--- config.mk ---
export PLATFORM = sky130hd
export DESIGN_NAME = clk_period_meter
export DESIGN_NICKNAME = d
export VERILOG_FILES = /design/src/rtl/clk_period_meter.sv
export SDC_FILE = /design/constraint.sdc
export NUM_CORES = 1
export LEC_CHECK = 0
export BUFFER_PORTS_ARGS = -buffer_cell sky130_fd_sc_hd__buf_4
export CELL_PAD_IN_SITES_DETAIL_PLACEMENT = 0
export CELL_PAD_IN_SITES_GLOBAL_PLACEMENT = 1
export CORE_UTILIZATION = 46
export DETAILED_ROUTE_END_ITERATION = 8
export MAX_ROUTING_LAYER = met4
export PLACE_DENSITY_LB_ADDON = 0.1
export SLEW_MARGIN = 20
export SYNTH_ARGS = -nofsm -noshare
export SYNTH_HDL_FRONTEND = slang
export SYNTH_SLANG_ARGS = --single-unit
--- constraint.sdc ---
create_clock -name clk_in -period 3.22 [get_ports clk_in]
set_input_delay 0.161 -clock clk_in [delete_from_list [all_inputs] [get_ports clk_in]]
set_output_delay 0.161 -clock clk_in [all_outputs]
set_load 0.05 [all_outputs]
--- src/rtl/clk_period_meter.sv ---
// clk_period_meter: synchronises a slow square wave into clk_in and measures its rising-edge period.
// Optional macro DUTY_MEAS_EN adds the high_time output (high-phase length of each published period).
module clk_period_meter #(
    parameter int CNT_WIDTH   = 16,
    parameter int SYNC_STAGES = 2
) (
    input  logic                 clk_in,
    input  logic                 reset,
    input  logic                 sig_in,
`ifdef DUTY_MEAS_EN
    output logic [CNT_WIDTH-1:0] high_time,
`endif
    output logic [CNT_WIDTH-1:0] period,
    output logic                 period_valid,
    output logic                 timeout,
    output logic                 locked
);

    localparam logic [CNT_WIDTH-1:0] CNT_MAX = '1;
    localparam logic [CNT_WIDTH-1:0] CNT_ONE = {{(CNT_WIDTH-1){1'b0}}, 1'b1};

    typedef enum logic [1:0] {
        IDLE,
        MEASURE,
        TIMEOUT
    } state_t;

    state_t                 state;
    logic [SYNC_STAGES-1:0] sync_q;
    logic                   s_sync;
    logic                   s_prev;
    logic                   rise;
    logic [CNT_WIDTH-1:0]   cnt;

    assign s_sync = sync_q[SYNC_STAGES-1];
    assign rise   = s_sync & ~s_prev;

    // sig_in is asynchronous; sync_q[0] may go metastable, so only the last stage is used.
    always_ff @(posedge clk_in) begin
        if (reset) begin
            sync_q <= '0;
            s_prev <= 1'b0;
        end else begin
            sync_q <= {sync_q[SYNC_STAGES-2:0], sig_in};
            s_prev <= s_sync;
        end
    end

    always_ff @(posedge clk_in) begin
        if (reset) begin
            state        <= IDLE;
            cnt          <= '0;
            period       <= '0;
            period_valid <= 1'b0;
            timeout      <= 1'b0;
            locked       <= 1'b0;
        end else begin
            period_valid <= 1'b0;
            case (state)
                IDLE: begin
                    if (rise) begin
                        cnt   <= CNT_ONE;
                        state <= MEASURE;
                    end else begin
                        cnt <= '0;
                    end
                end
                MEASURE: begin
                    // A rise on the saturation cycle still counts as a normal edge.
                    if (rise) begin
                        period       <= cnt;
                        period_valid <= 1'b1;
                        locked       <= 1'b1;
                        cnt          <= CNT_ONE;
                    end else if (cnt == CNT_MAX) begin
                        state   <= TIMEOUT;
                        timeout <= 1'b1;
                        locked  <= 1'b0;
                    end else begin
                        cnt <= cnt + CNT_ONE;
                    end
                end
                TIMEOUT: begin
                    if (rise) begin
                        timeout <= 1'b0;
                        cnt     <= CNT_ONE;
                        state   <= MEASURE;
                    end
                end
                default: begin
                    state <= IDLE;
                    cnt   <= '0;
                end
            endcase
        end
    end

`ifdef DUTY_MEAS_EN
    logic [CNT_WIDTH-1:0] high_cnt;

    // The rise cycle itself is the first high cycle, hence the restart at one.
    always_ff @(posedge clk_in) begin
        if (reset) begin
            high_cnt  <= '0;
            high_time <= '0;
        end else begin
            if (rise) begin
                high_cnt <= CNT_ONE;
            end else if (s_sync && (high_cnt != CNT_MAX)) begin
                high_cnt <= high_cnt + CNT_ONE;
            end
            if (rise && (state == MEASURE)) begin
                high_time <= high_cnt;
            end
        end
    end
`endif

endmodule

==> run summary <==
Status: complete, no violations
Routed len/inst: 15.3 µm
Worst setup path startpoint: cnt[0]
Clock latency on the worst-skew pair: 0.29 ns
CP peak stage delay: 0.76 ns
CTS Sinks: 40
Fin crit period: 2.29 ns
Mapped Avg Cell Area: 8.37 µm²
Area contributors post-synth: dfxtp_1, nand2_1, a21oi_1
Fmax: 0.436 GHz
GR Util met1: 0.301
Layout cells sized above 1: 0.154
Reg2reg setup slack: 0.93 ns
Total CTS buffers: 5
RSZ-0062 raised after global routing: false
Slew headroom: 0.435
Post-synth top area cell: dfxtp_1
Pin count of the biggest net entering global routing: 39
Die area: 4390 µm²
# nets final: 245
Initial DRC Count: 117
Hold-fix buffers at CTS: 0
# DRC: 0
Worst-margin pin slew: 0.841 ns
I/O Buffers: 21
Fill cell count: 362
Clock transition at path regs: 0.08 ns
Min-Delay Path Class: in -> reg
CP Launch Type: flip-flop
Row count: 22
Net Sw Frac: 0.232
Synth cell count leaders: nand2_1, dfxtp_1, a21oi_1, a31oi_1
Core Area: 3800 µm²
Most frequent cell after synthesis: nand2_1
Logic pwr share: 0.041
Final setup fails: 0
Max Slew Vio Count: 0
Crit Reg-Reg Endpoint: cnt[0]
CP max stage cell: nor4_4
Mapped cell area: 1900 µm²
Mapped Cells: 227
Area growth from synthesis to layout: 12.1%
CTS tree: done
Finished Cell Area: 2130 µm²
Post-CTS Setup Inserts: 0
Pre-antenna DRT Iters: 4
Routed WL: 4410 µm
Leakage power: 0.773 nW
R2R depth: 5
Tot Pwr: 0.855 mW
FF+latch count, synth: 40
Ports: 22
Final Cycle Share: 0.712
Via-to-Cell Ratio: 6.06
CP endpoint: cnt[0]
Clock share of power: 0.371
Die Span X: 66.3 µm
GRT busiest layer: met2
Ys Warns: 0
PwrDens: 401 nW/µm²
Yosys cell types: 48
MaxCap Viol Count: 0
GPL Wtd Cong: 0.960
Async SR Flop Fraction: 0
Synth top area share: 0.422
Final setup TNS: 0 ns
Peak supply drop: 0.277 mV
CTS Root Cell: clkbuf_8
Seq/Total Area, Yosys: 0.422
R2R Path Start: cnt[0]
Post-DRT Antenna Nets: 0
Crit path DAT: 2.47 ns
GR Util All Layers: 0.230
CTS-repair resized insts: 0
P_int: 0.657 mW
Max Fanout on Critical Path: 16
CTS max path bufs: 2
Commonest register cell after synthesis: dfxtp_1
Number of global-route vias before repair: 1543
Met3 Usage GRT: 0.0552
Crit path kind: reg -> reg
Crit-path leading delay family: simple AND/OR/NAND/NOR gates
Via count of the routed design: 1744
Post-synth EDFFs: 0
Stages on worst setup path: 5
DPL Wire Length: 3010 µm
Worst Skew: 0.00669 ns
CP required: 3.40 ns
Share of power burned in registers: 0.588
Syn Nets: 232
GRT Residual Overflow: 0
CP endpoint kind: flip-flop
Initial Util: 0.500
Met2 Use GR: 0.338
CP Buf/Inv Count: 0
Die Ht: 66.3 µm
Initial antenna violation count: 0
Placement Cell Area: 2050 µm²
First-pass GRT wire length: 7420 µm
Hold Fails Final Rpt: 0
H-tree Lvls: 2
Net Sw Power: 0.198 mW
Crit path cell chain: ha_1, nand3_1, nor4_4, nor4_1, or3_1
# diodes: 0
==> layout make-up <==
class | count | area [µm²] | share of cell area
clock buffers | 6 | 72.6 | 0.0341
inverters | 4 | 15.0 | 0.00705
clock inverters | 1 | 5.00 | 0.00235
repair buffers | 23 | 173 | 0.0811
well taps | 48 | 60.1 | 0.0282
flip-flops and latches | 40 | 801 | 0.376
multi-input cells | 166 | 1000 | 0.471
==> flip-flops by register name, indices dropped and copies added, names as in the netlist <==
signal,flops
cnt,16
locked,1
period,16
period_valid,1
s_prev,1
state,2
sync_q,2
timeout,1
==> through the flow <==
step / utilization / hold WS (ns) / instances / worst slack (ns)
floorplan: - / 0.289 / 227 / 1.30
detailed placement: 0.540 / 0.380 / 281 / 0.960
finish: 0.561 / 0.0712 / 288 / 0.927
CTS: 0.561 / 0.0718 / 288 / 0.934
global route: 0.561 / 0.0990 / 288 / 0.699
global placement: 0.540 / 0.377 / 281 / 1.07
==> power groups by stage <==
stage | clock network, mW | logic, mW | registers, mW
2_1_floorplan | 0 | 0.0248 | 0.515
3_3_place_gp | 0 | 0.0347 | 0.513
3_5_place_dp | 0 | 0.0349 | 0.514
4_1_cts | 0.324 | 0.0351 | 0.502
5_1_grt | 0.342 | 0.0383 | 0.503
6_report | 0.317 | 0.0352 | 0.502
==> cell usage in the layout (no fill, tap or decap), drive strengths merged, types with 5 or more instances in the layout <==
master	netlist	routed
nor2	6	6
o21ai	10	10
a21oi	19	19
nand2b	6	6
a31oi	13	13
buf	7	23
nand3	8	8
dfxtp	40	40
nand2	42	42
nor4	6	6
nand4	5	5
clkbuf	10	6
==> per-layer routing <==
layer | routed length, µm | vias up
li1 | - | 860
met1 | 2130 | 812
met2 | 1940 | 60
met3 | 249 | 12
met4 | 95 | 0
met5 | 0 | -
==> worst min path at each step <==
stage / start / end / slack (ns) / cells past startpoint
5_1_grt: sig_in / sync_q[0] / 0.1 / 2
6_report: sig_in / sync_q[0] / 0.07 / 2
4_1_cts: sig_in / sync_q[0] / 0.07 / 2
3_5_place_dp: sig_in / sync_q[0] / 0.38 / 2
3_3_place_gp: sig_in / sync_q[0] / 0.38 / 2
2_1_floorplan: sig_in / sync_q[0] / 0.29 / 1
==> cell families (layout without fill, tap and decap cells) <==
logic type	count (synthesis)	count (layout)	share of synthesized area
and+or+nand+nor	100	100	0.300
AOI/OAI and AO/OA	64	64	0.215
buffers and inverters	21	34	0.0501
DFF	40	40	0.422
adders and majority gates	2	2	0.0132
Power figures use the tool's default switching activity.
